===== config.mk =====
export PLATFORM = sky130hd
export DESIGN_NAME = vga_sync_decoder
export DESIGN_NICKNAME = d
export VERILOG_FILES = /design/src/rtl/vga_sync_decoder.sv
export SDC_FILE = /design/constraint.sdc
export NUM_CORES = 1
export LEC_CHECK = 0
export ABC_AREA = 0
export BUFFER_PORTS_ARGS = -buffer_cell sky130_fd_sc_hd__buf_2
export CAP_MARGIN = 30
export CELL_PAD_IN_SITES_DETAIL_PLACEMENT = 0
export CELL_PAD_IN_SITES_GLOBAL_PLACEMENT = 2
export CORE_ASPECT_RATIO = 0.6
export CORE_MARGIN = 2
export CORE_UTILIZATION = 40
export DETAILED_ROUTE_END_ITERATION = 12
export GPL_ROUTABILITY_DRIVEN = 0
export GPL_TIMING_DRIVEN = 0
export PLACE_DENSITY_LB_ADDON = 0.08
export REMOVE_ABC_BUFFERS = 1
export SLEW_MARGIN = 20
export SYNTH_ARGS = -nofsm -noshare
export SYNTH_HDL_FRONTEND = slang
export SYNTH_SLANG_ARGS = --single-unit
export TNS_END_PERCENT = 20

===== constraint.sdc =====
create_clock -name clk -period 7.8 [get_ports clk]
set_input_delay 1.56 -clock clk [delete_from_list [all_inputs] [get_ports clk]]
set_output_delay 1.56 -clock clk [all_outputs]
set_load 0.02 [all_outputs]

===== src/rtl/vga_sync_decoder.sv =====
// -----------------------------------------------------------------------------
// vga_sync_decoder
//
// Recovers the raster position from an HSync/VSync pair (both active-low) that
// runs on the same pixel clock. The sync inputs are registered once. Each
// falling edge reloads the matching position counter to its nominal sync
// position. Between edges the counters free-run. Pulse positions and widths
// are checked against nominal timing, and a small FSM declares lock after
// LOCK_FRAMES consecutive clean frames.
//
// Ports
//   clk          pixel clock
//   rst_n        asynchronous active-low reset; clears all history
//   hsync_in     HSync, active-low
//   vsync_in     VSync, active-low
//   hpos         recovered horizontal position (0 .. H_TOTAL-1)
//   vpos         recovered vertical position (0 .. V_TOTAL-1)
//   display_on   locked and inside the addressable area (decoded from registers)
//   locked       timing verified
//   hsync_err    one-clock pulse after a horizontal timing violation
//   vsync_err    one-clock pulse after a vertical timing violation
//   frame_start  one-clock pulse in the cycle where (hpos, vpos, locked)
//                becomes (0, 0, 1)
// -----------------------------------------------------------------------------
module vga_sync_decoder #(
  parameter int H_ADDR       = 640,
  parameter int H_TOTAL      = 800,
  parameter int H_SYNC_START = 656,
  parameter int H_SYNC       = 96,
  parameter int V_ADDR       = 480,
  parameter int V_TOTAL      = 525,
  parameter int V_SYNC_START = 490,
  parameter int V_SYNC       = 2,
  parameter int LOCK_FRAMES  = 2
) (
  input  logic       clk,
  input  logic       rst_n,
  input  logic       hsync_in,
  input  logic       vsync_in,
  output logic [9:0] hpos,
  output logic [9:0] vpos,
  output logic       display_on,
  output logic       locked,
  output logic       hsync_err,
  output logic       vsync_err,
  output logic       frame_start
);

  localparam logic [9:0] H_ADDR_C    = 10'(H_ADDR);
  localparam logic [9:0] H_LAST      = 10'(H_TOTAL - 1);
  localparam logic [9:0] H_FALL_POS  = 10'(H_SYNC_START);
  localparam logic [9:0] H_RISE_POS  = 10'(H_SYNC_START + H_SYNC);
  localparam logic [9:0] V_ADDR_C    = 10'(V_ADDR);
  localparam logic [9:0] V_LAST      = 10'(V_TOTAL - 1);
  localparam logic [9:0] V_FALL_POS  = 10'(V_SYNC_START);
  localparam logic [9:0] V_RISE_POS  = 10'(V_SYNC_START + V_SYNC);
  localparam logic [9:0] LOCK_TARGET = 10'(LOCK_FRAMES);

  typedef enum logic [1:0] {
    SEARCH = 2'd0,
    TRACK  = 2'd1,
    LOCKED = 2'd2
  } lock_state_t;

  lock_state_t state;

  logic       hs_q, vs_q;
  logic       hs_fall, hs_rise, vs_fall, vs_rise;
  logic       h_end, v_end, frame_bnd;
  logic [9:0] hpos_pred, vpos_pred, hpos_next, vpos_next;
  logic       h_seen, v_seen, v_fall_in_frame;
  logic       h_viol, v_viol, any_viol;
  logic [9:0] clean_cnt, clean_inc;
  logic       clean_done, locked_next;

  // Edge detection against the registered copy of each sync line.
  assign hs_fall = hs_q & ~hsync_in;
  assign hs_rise = ~hs_q & hsync_in;
  assign vs_fall = vs_q & ~vsync_in;
  assign vs_rise = ~vs_q & vsync_in;

  assign h_end     = (hpos == H_LAST);
  assign v_end     = (vpos == V_LAST);
  assign frame_bnd = h_end & v_end;

  // Free-running prediction; vpos only advances on the last clock of a line.
  assign hpos_pred = h_end ? 10'd0 : hpos + 10'd1;
  assign vpos_pred = !h_end ? vpos : (v_end ? 10'd0 : vpos + 10'd1);

  // A falling edge always reloads, even when it is reported as a violation,
  // so tracking re-aligns on the very clock that sees the edge.
  assign hpos_next = hs_fall ? H_FALL_POS : hpos_pred;
  assign vpos_next = vs_fall ? V_FALL_POS : vpos_pred;

  // Horizontal: early/late fall, missing fall, early/late rise.
  assign h_viol = h_seen &
                  ((hs_fall & (hpos_pred != H_FALL_POS)) |
                   (~hs_fall & (hpos_pred == H_FALL_POS)) |
                   (hs_rise & (hpos_pred != H_RISE_POS)) |
                   (~hsync_in & (hpos_pred == H_RISE_POS)));

  // Vertical: misplaced fall or rise, or a frame closing without any fall.
  // A fall in the boundary cycle itself still belongs to the closing frame.
  assign v_viol = v_seen &
                  ((vs_fall & (vpos_pred != V_FALL_POS)) |
                   (vs_rise & (vpos_pred != V_RISE_POS)) |
                   (frame_bnd & ~(v_fall_in_frame | vs_fall)));

  assign any_viol = h_viol | v_viol;

  // Lock decision; a violation in the boundary cycle spoils the closing frame.
  assign clean_inc   = clean_cnt + 10'd1;
  assign clean_done  = (state == TRACK) & frame_bnd & ~any_viol &
                       (clean_inc >= LOCK_TARGET);
  assign locked_next = clean_done | ((state == LOCKED) & ~any_viol);

  assign display_on = locked & (hpos < H_ADDR_C) & (vpos < V_ADDR_C);

  // Position tracking, edge history and error pulses.
  always_ff @(posedge clk or negedge rst_n) begin
    if (!rst_n) begin
      hs_q            <= 1'b1;
      vs_q            <= 1'b1;
      hpos            <= 10'd0;
      vpos            <= 10'd0;
      h_seen          <= 1'b0;
      v_seen          <= 1'b0;
      v_fall_in_frame <= 1'b0;
      hsync_err       <= 1'b0;
      vsync_err       <= 1'b0;
      frame_start     <= 1'b0;
    end else begin
      hs_q      <= hsync_in;
      vs_q      <= vsync_in;
      hpos      <= hpos_next;
      vpos      <= vpos_next;
      hsync_err <= h_viol;
      vsync_err <= v_viol;
      if (hs_fall) h_seen <= 1'b1;
      if (vs_fall) v_seen <= 1'b1;
      if (frame_bnd)    v_fall_in_frame <= 1'b0;
      else if (vs_fall) v_fall_in_frame <= 1'b1;
      frame_start <= locked_next & (hpos_next == 10'd0) & (vpos_next == 10'd0);
    end
  end

  // Lock FSM with registered locked output.
  always_ff @(posedge clk or negedge rst_n) begin
    if (!rst_n) begin
      state     <= SEARCH;
      clean_cnt <= 10'd0;
      locked    <= 1'b0;
    end else begin
      locked <= locked_next;
      case (state)
        SEARCH: begin
          clean_cnt <= 10'd0;
          if (h_seen & v_seen) state <= TRACK;
        end
        TRACK: begin
          if (any_viol) begin
            clean_cnt <= 10'd0;
          end else if (frame_bnd) begin
            if (clean_done) begin
              state     <= LOCKED;
              clean_cnt <= 10'd0;
            end else begin
              clean_cnt <= clean_inc;
            end
          end
        end
        LOCKED: begin
          if (any_viol) begin
            state     <= TRACK;
            clean_cnt <= 10'd0;
          end
        end
        default: begin
          state     <= SEARCH;
          clean_cnt <= 10'd0;
        end
      endcase
    end
  end

endmodule


==> flow_summary_export.csv, run 1 <==
group,metric,value,unit
timing,period_minus_slack,3.69,ns
timing,fin_crit_sh,0.473,
critical_path,worstPathArrival,3.93,ns
die,coreArea,6590,um^2
yosys,netlist_area,2700,um^2
critical_path,cp-end-kind,"register",
yosys,ys_seq_area_frac,0.381,
global_route,first_global_vias,1913,
timing,rsz0062_at_grt,"no",
clock_network,cts_buffers,5,
critical_path,ff2ff_path_depth,9,
place,io_buffers,28,
critical_path,critPathKind,"reg2reg",
die,rows,23,
die,die_y,67.6,um
yosys,avgSynthCellArea,9.40,um^2
critical_path,required,8.04,ns
finish,diodes,0,
yosys,ys_async_sr_fraction,1.00,
routing,final_antenna_net_count,0,
timing,fin_ws,4.11,ns
routing,drcViolationCount,0,
timing,whs,0.511,ns
yosys,syn_inst,287,
yosys,synth.distinct_cells,67,
clock_network,post_cts_buffers,0,
clock_network,hold_buffers,0,
yosys,synth-seq-cells,41,
timing,setup_viol,0,
global_route,antenna_found_initial,0,
die,dieArea,7440,um^2
clock_network,path_clk_slew,0.08,ns
die,start_util,0.410,
finish,final_common_cell,"dfrtp_1",
clock_network,cts_sinks,41,
routing,dr.pass1.iters,4,
die,ios,29,
critical_path,r2r_setup_slack,4.11,ns
routing,drt-initial-drc-count,90,
global_route,overflow,0,
yosys,synth_top_area_frac,0.362,
yosys,synth-edff-count,0,
place,hpwlAfterDp,4.59,mm
timing,slew_headroom,0.543,
clock_network,clk_latency,0.30,ns
place,dp_slack,4.10,ns
critical_path,worstPathMaxFanout,15,
hold_path,holdPathEnd,"state[0]",
power,p_sw,0.159,mW
yosys,yosys-top-cells-area,"dfrtp_1, buf_6, nand2_1",
clock_network,cts_tree,"built",
finish,most-common-layout-cells,"dfrtp_1, nand2_1, buf_2",
hold_path,whs_path_depth,1,
clock_network,postCtsResizedCells,0,
critical_path,r2r_end,"clean_cnt[4]",
finish,stdcell_count,394,
outcome,status,"complete, no violations",
place,dp.cells,385,
yosys,synth_top_area_cell,"dfrtp_1",
clock_network,root_buffer,"clkbuf_8",
global_route,grt.total_usage,0.187,
finish,nets,315,
die,die_w,110,um
timing,tightest_slew,0.685,ns
clock_network,htreeDepth,2,
routing,vias,2136,
timing,hold_violations,0,
global_route,grt_max_degree,42,
timing,slew_viol_final,0,
finish,final_layout_size_suffix_gt1_frac,0.186,
timing,setup-tns-final,0,ns
finish,syn_to_final_growth,7.93,%
run,max-cap-violations,0,
yosys,synth_flop_cell,"dfrtp_1",
clock_network,clk_path_buf_depth,2,
hold_path,hold_start,"state[1]",
power,powerDensity,167,nW/um^2
hold_path,hold_path_class,"reg2reg",
power,switching_share,0.326,
routing,vias_per_cell,5.42,
power,finalPower,0.487,mW
yosys,yosys_warnings,0,
power,combinationalPowerShare,0.178,
critical_path,r2r_start,"hpos[0]",
timing,fmax,271,MHz
routing,wirelength,6.25,mm
power,p_leak,1.17,nW
power,ir_drop,0.136,mV
critical_path,crit_path_start_kind,"register",
routing,post_drt_wl_per_cell,15.9,um
timing,skew,0.00572,ns
global_route,grt_pass1_wl,10.5,mm
power,clkPwrFrac,0.311,
power,seqPwrFrac,0.511,
power,p_int,0.328,mW
-- cell type report --
class	instances	area, um^2
Fill cell	634	3680
Clock inverter	2	13.8
Clock buffer	6	82.6
Tap cell	87	109
Sequential cell	41	1030
Multi-Input combinational cell	221	1490
Timing Repair Buffer	29	160
Inverter	8	30.0
-- synthesized netlist by cell type, drive strengths merged (6+ instances only) --
master,instances
nor2,25
dfrtp,39
xor2,8
nor4,7
nand4,6
o21ai,9
nand2,31
buf,14
nor3,16
and2,13
xnor2,10
a21oi,10
nand3,9
and3,6
inv,8
-- sequential cells by signal, indices dropped and copies added, names as in the netlist --
name,flops
clean_cnt,10
hpos,10
vpos,10
state,2
frame_start,1
h_seen,1
hs_q,1
hsync_err,1
locked,1
v_fall_in_frame,1
v_seen,1
vs_q,1
vsync_err,1
-- per-stage QoR --
stage | cell area, um^2 | utilization
finish | 2910 | 0.442
global route | 2910 | 0.442
CTS | 2890 | 0.439
detailed placement | 2800 | 0.424
global placement | 2800 | 0.424
floorplan | 2550 | -
-- logic make-up (layout without fill, tap and decap cells) --
logic type,Yosys count,count (layout),share of synthesized area
AO/OA/AOI/OAI,52,52,0.147
XOR/XNOR,18,18,0.0584
adder cells (fa/ha/maj),5,5,0.0232
buffers and inverters,25,45,0.0672
flip-flops,41,41,0.381
multiplexers,1,1,0.00371
AND/OR/NAND/NOR,145,145,0.319
-- worst max-delay path by stage --
| stage | startpoint | end | slack (ns) | cells past startpoint |
|---|---|---|---|---|
| after CTS | hpos[0] | clean_cnt[2] | 4.07 | 9 |
| after global placement | hpos[0] | clean_cnt[6] | 4.11 | 9 |
| final | hpos[0] | clean_cnt[4] | 4.11 | 9 |
| after detailed placement | hpos[0] | clean_cnt[2] | 4.10 | 9 |
| after global routing | hpos[0] | clean_cnt[2] | 3.79 | 9 |
| after floorplan | hpos[0] | state[0] | 4.71 | 9 |
-- power groups by stage --
stage	Clock (mW)	Sequential, mW	Combinational, mW
floorplan	0	0.260	0.0483
global placement	0	0.253	0.0858
detailed placement	0	0.253	0.0866
CTS	0.155	0.249	0.0866
global route	0.169	0.253	0.0978
finish	0.152	0.249	0.0869
-- per-layer routing --
metal,track usage,wire length (um),vias up
li1,-,-,1079
met1,0.307,3400,1005
met2,0.240,2460,47
met3,0.0376,358,5
met4,0.0380,33,0
met5,0,0,-
-- worst max-delay path, cell delays in order, from the launching register on --
cell and delay (ns):
dfrtp_1 0.56, ha_1 0.48, and4_1 0.41, and3_1 0.61, and2_1 0.41, a21oi_2 0.12, nor4_4 0.38, o32ai_4 0.22
nor3_4 0.28, and2_1 0.17
Power figures use the tool's default switching activity.
==> run 2: changes to the inputs <==
--- a/config.mk
+++ b/config.mk
@@ -12,7 +12,7 @@
 export CELL_PAD_IN_SITES_GLOBAL_PLACEMENT = 2
 export CORE_ASPECT_RATIO = 0.6
 export CORE_MARGIN = 2
-export CORE_UTILIZATION = 40
+export CORE_UTILIZATION = 37
 export DETAILED_ROUTE_END_ITERATION = 12
 export GPL_ROUTABILITY_DRIVEN = 0
 export GPL_TIMING_DRIVEN = 0
==> constraint.sdc (replaced) <==
create_clock -name clk -period 3.7 [get_ports clk]
set_input_delay 0.74 -clock clk [delete_from_list [all_inputs] [get_ports clk]]
set_output_delay 0.74 -clock clk [all_outputs]
set_load 0.02 [all_outputs]
==> run 2 against run 1 <==
Via count is 2.3% lower. Register-to-register slack worse by 3.9 ns. Sequential power is 110% higher. Critical endpoint is now frame_start. Highest routed layer unchanged. Hold slack worse by 0.14 ns. Sequential share of layout area is 0.77 points lower. First-iteration DRC count is 53% higher. Cell count is 1.0% higher.
==> flow_summary_export.csv, run 2 (synthesis results as in run 1) <==
group,metric,value,unit
clock_network,clk_latency,0.29,ns
timing,period_minus_slack,3.45,ns
die,coreArea,7180,um^2
routing,drcViolationCount,0,
timing,slew_viol_final,0,
critical_path,critPathKind,"reg2reg",
critical_path,critical_path.max_stage_delay,0.54,ns
finish,final_layout_size_suffix_gt1_frac,0.192,
clock_network,root_buffer,"clkbuf_16",
global_route,grt_max_degree,28,
clock_network,htreeDepth,2,
clock_network,cts_sinks,41,
place,dp_slack,-0.0206,ns
timing,fmax,290,MHz
critical_path,worstPathArrival,3.67,ns
critical_path,cp_cell_sequence,"ha_2, and4_1, and3_2, and2_1, a21oi_2, nor4_4, o32ai_4, nor3_2, and3_1",
finish,utilization,0.415,
hold_path,hold_path_class,"in2async",
critical_path,required,3.92,ns
clock_network,post_cts_buffers,0,
timing,setup-tns-final,0,ns
power,p_leak,1.19,nW
power,powerDensity,394,nW/um^2
finish,top_regs,"clean_cnt (10), hpos (10), vpos (10)",
critical_path,crit_path_start_kind,"register",
timing,setup_viol,0,
routing,vias_per_cell,5.24,
finish,stdcell_count,398,
global_route,grt.total_usage,0.180,
clock_network,cts_buffers,5,
critical_path,slowest_stage,"dfrtp_1",
finish,final_area,2980,um^2
clock_network,cts_tree,"built",
finish,nets,315,
critical_path,r2r_start,"hpos[0]",
power,ir_drop,0.159,mV
global_route,overflow,0,
die,dieArea,8020,um^2
clock_network,postCtsResizedCells,1,
routing,drt-initial-drc-count,138,
critical_path,r2r_setup_slack,0.25,ns
power,finalPower,1.17,mW
routing,vias,2087,
timing,rsz0062_at_grt,"no",
timing,fin_ws,0.250,ns
critical_path,r2r_end,"frame_start",
routing,wirelength,6.57,mm
die,die_y,70.2,um
clock_network,hold_buffers,0,
critical_path,ff2ff_path_depth,9,
place,hpwlAfterDp,4.75,mm
timing,slew_headroom,0.558,
place,place_area,2820,um^2
outcome,status,"complete, no violations",
finish,syn_to_final_growth,10.3,%
place,dp.cells,390,
finish,fillCellCount,709,
die,start_util,0.376,
die,ios,29,
die,rows,24,
critical_path,cp-end-kind,"register",
routing,post_drt_wl_per_cell,16.5,um
place,io_buffers,28,
global_route,grt_pass1_wl,11.1,mm
global_route,antenna_found_initial,0,
finish,most-common-layout-cells,"dfrtp_1, nand2_1, buf_2",
timing,tightest_slew,0.662,ns
routing,final_antenna_net_count,0,
finish,diodes,0,
timing,fin_crit_sh,0.933,
global_route,first_global_vias,1997,
finish,final_common_cell,"dfrtp_1",
clock_network,path_clk_slew,0.06,ns
routing,dr.pass1.iters,4,
timing,hold_violations,0,
die,die_w,114,um
timing,whs,0.375,ns
critical_path,worstPathMaxFanout,15,
clock_network,clk_path_buf_depth,2,
timing,skew,0.00384,ns
run,max-cap-violations,0,
-- run 2: worst max-delay path by stage --
stage,from,to,slack (ns),depth (start not counted)
after floorplan,hpos[0],state[0],0.61,9
after detailed placement,hpos[0],frame_start,-0.02,9
after global routing,hpos[0],state[0],0.08,9
final,hpos[0],frame_start,0.25,9
after CTS,hpos[0],frame_start,0.13,9
after global placement,hpos[0],frame_start,-0.10,9
-- run 2: layout make-up --
type / instances / area (um^2) / area share
clock buffers: 6 / 139 / 0.0466
clock inverters: 2 / 13.8 / 0.00462
inverters: 8 / 30.0 / 0.0101
multi-input cells: 221 / 1490 / 0.501
flip-flops and latches: 41 / 1030 / 0.345
well taps: 91 / 114 / 0.0382
repair buffers: 29 / 160 / 0.0538
-- run 2: layer usage --
layer | global-route usage | share of wire
met5 | 0 | 0
met4 | 0.0407 | 0.0094
met2 | 0.218 | 0.36
met1 | 0.307 | 0.61
met3 | 0.0434 | 0.030
-- run 2: critical path: cells and delay by family, from the launching register on --
kind	cells	cell delay, ns
AND/OR/NAND/NOR	6	2.12
adder cells (fa/ha/maj)	1	0.38
AO/OA/AOI/OAI	2	0.34
flip-flops	1	0.54
-- run 2: power by group --
group / internal, mW / switching (mW) / leakage [nW]
Clock: 0.269 / 0.192 / 0.0768
Combinational: 0.0730 / 0.110 / 0.624
Sequential: 0.469 / 0.0586 / 0.489
Total: 0.811 / 0.361 / 1.19
==> run 3: changes to the inputs <==
--- a/config.mk
+++ b/config.mk
@@ -6,14 +6,14 @@
 export NUM_CORES = 1
 export LEC_CHECK = 0
 export ABC_AREA = 0
-export BUFFER_PORTS_ARGS = -buffer_cell sky130_fd_sc_hd__buf_2
 export CAP_MARGIN = 30
 export CELL_PAD_IN_SITES_DETAIL_PLACEMENT = 0
 export CELL_PAD_IN_SITES_GLOBAL_PLACEMENT = 2
 export CORE_ASPECT_RATIO = 0.6
 export CORE_MARGIN = 2
-export CORE_UTILIZATION = 37
+export CORE_UTILIZATION = 40
 export DETAILED_ROUTE_END_ITERATION = 12
+export DONT_BUFFER_PORTS = 1
 export GPL_ROUTABILITY_DRIVEN = 0
 export GPL_TIMING_DRIVEN = 0
 export PLACE_DENSITY_LB_ADDON = 0.08
==> run 3 against run 2 <==
Clock power decreased by 31%. Combinational power fell by 32%. Global-route usage up 0.67 points. Sequential share of layout area increased by 2.8 points. Largest power group unchanged. Flip-flop and latch count unchanged. Non-clock buffer count is 29 lower. First-iteration DRC count down 39%. Clock-buffer cell count is the same. Via count fell by 1.4%. Worst setup slack gained 0.022 ns.
==> flow_summary_export.csv, run 3 (synthesis results as in run 1) <==
group,metric,value,unit
critical_path,worstPathArrival,3.67,ns
timing,tightest_slew,0.664,ns
clock_network,cts_tree,"built",
clock_network,htreeDepth,2,
die,start_util,0.410,
clock_network,clk_path_buf_depth,2,
critical_path,crit_path_start_kind,"register",
critical_path,critPathKind,"reg2reg",
power,p_leak,1.04,nW
clock_network,clk_latency,0.30,ns
finish,final_area,2760,um^2
die,die_y,67.6,um
global_route,antenna_found_initial,0,
critical_path,worstPathMaxFanout,15,
timing,whs,0.122,ns
critical_path,r2r_end,"clean_cnt[6]",
place,hpwlAfterDp,4.53,mm
die,coreArea,6590,um^2
place,place_area,2660,um^2
timing,skew,0.00700,ns
clock_network,cts_buffers,5,
finish,nets,286,
power,ir_drop,0.199,mV
timing,period_minus_slack,3.43,ns
global_route,grt_use_met3,0.0550,
critical_path,r2r_setup_slack,0.27,ns
critical_path,r2r_start,"hpos[1]",
routing,dr.pass1.iters,4,
finish,fillCellCount,666,
die,rows,23,
power,p_int,0.677,mW
routing,final_antenna_net_count,0,
global_route,grt.total_usage,0.187,
die,dieArea,7440,um^2
hold_path,hold_path_class,"in2async",
timing,fmax,292,MHz
finish,final_layout_size_suffix_gt1_frac,0.112,
power,finalPower,0.999,mW
routing,post_drt_wl_per_cell,17.2,um
finish,top_regs,"clean_cnt (10), hpos (10), vpos (10)",
routing,vias_per_cell,5.64,
critical_path,required,3.94,ns
timing,setup_viol,0,
routing,drt-initial-drc-count,84,
clock_network,root_buffer,"clkbuf_8",
finish,diodes,0,
power,p_sw,0.322,mW
timing,rsz0062_at_grt,"no",
critical_path,ff2ff_path_depth,9,
global_route,gr-usage-met2,0.251,
global_route,first_global_vias,1900,
timing,fin_crit_sh,0.926,
finish,most-common-layout-cells,"dfrtp_1, nand2_1, nor2_1",
critical_path,cp-end-kind,"register",
routing,vias,2058,
finish,final_common_cell,"dfrtp_1",
clock_network,post_cts_buffers,0,
timing,slew_viol_final,0,
die,ios,29,
global_route,grt_max_degree,42,
global_route,grt_pass1_wl,10.4,mm
global_route,overflow,0,
global_route,grtUsageMet1,0.284,
timing,hold_violations,0,
die,die_w,110,um
clock_network,cts_sinks,41,
power,seqPwrFrac,0.555,
power,switching_share,0.322,
power,powerDensity,362,nW/um^2
power,clkPwrFrac,0.320,
place,io_buffers,0,
run,max-cap-violations,0,
routing,wirelength,6.28,mm
outcome,status,"complete, no violations",
global_route,grt.busiest_layer,"met1",
power,combinationalPowerShare,0.125,
routing,drcViolationCount,0,
finish,syn_to_final_growth,2.18,%
timing,slew_headroom,0.556,
clock_network,path_clk_slew,0.08,ns
[run 3: cell count changes in the layout (fill, tap and decap cells not counted), sizes merged]
cell,delta
buf,-29
[run 3: worst max-delay path, cell delays in order, from the launching register on]
cell,delay [ns]
dfrtp_1,0.60
ha_2,0.41
and4_1,0.37
and3_2,0.44
and2_1,0.37
a21oi_2,0.12
nor4_4,0.37
o32ai_4,0.22
nor3_4,0.27
and2_1,0.17
[run 3: power by group through the flow]
stage / Combinational [mW] / Clock, mW / Sequential (mW)
after floorplan: 0.102 / 0 / 0.549
after global placement: 0.124 / 0 / 0.562
after global routing: 0.142 / 0.353 / 0.562
final: 0.124 / 0.320 / 0.555
after detailed placement: 0.123 / 0 / 0.563
after CTS: 0.124 / 0.331 / 0.555
[run 3: final cells by class]
cell class	instances	area, um^2	area share
Tap cell	87	109	0.0395
Clock buffer	6	82.6	0.0299
Clock inverter	2	13.8	0.00499
Sequential cell	41	1030	0.373
Inverter	8	30.0	0.0109
Multi-Input combinational cell	221	1490	0.541
[run 3: worst max path at each step]
stage                 start      endpoint  slack, ns  cells past startpoint
floorplan           hpos[0]      state[0]       0.61                      9
global placement    hpos[0]  clean_cnt[2]      -0.14                      9
detailed placement  hpos[0]  clean_cnt[4]       -0.1                      9
CTS                 hpos[0]  clean_cnt[6]       0.06                      9
global route        hpos[1]  clean_cnt[6]       0.04                      9
finish              hpos[1]  clean_cnt[6]       0.27                      9
[run 3: stage by stage]
| step | utilization | worst slack [ns] | TNS [ns] | std cells |
|---|---|---|---|---|
| after floorplan | - | 0.614 | 0 | 270 |
| after global placement | 0.403 | -0.141 | -1.19 | 357 |
| after detailed placement | 0.403 | -0.0970 | -0.739 | 357 |
| after CTS | 0.418 | 0.0592 | 0 | 365 |
| after global routing | 0.418 | 0.0383 | 0 | 365 |
| final | 0.418 | 0.272 | 0 | 365 |
[run 3: repair_timing]
item / 4_1_cts / 5_1_grt
setup endpoints to repair: 10 / 11
hold buffers: 0 / 0
gates resized for setup: 1 / 2
[run 3: per-layer routing]
| metal | share of wire | vias up |
|---|---|---|
| li1 | - | 1020 |
| met1 | 0.54 | 988 |
| met2 | 0.39 | 42 |
| met3 | 0.058 | 8 |
| met4 | 0.010 | 0 |
| met5 | 0 | - |
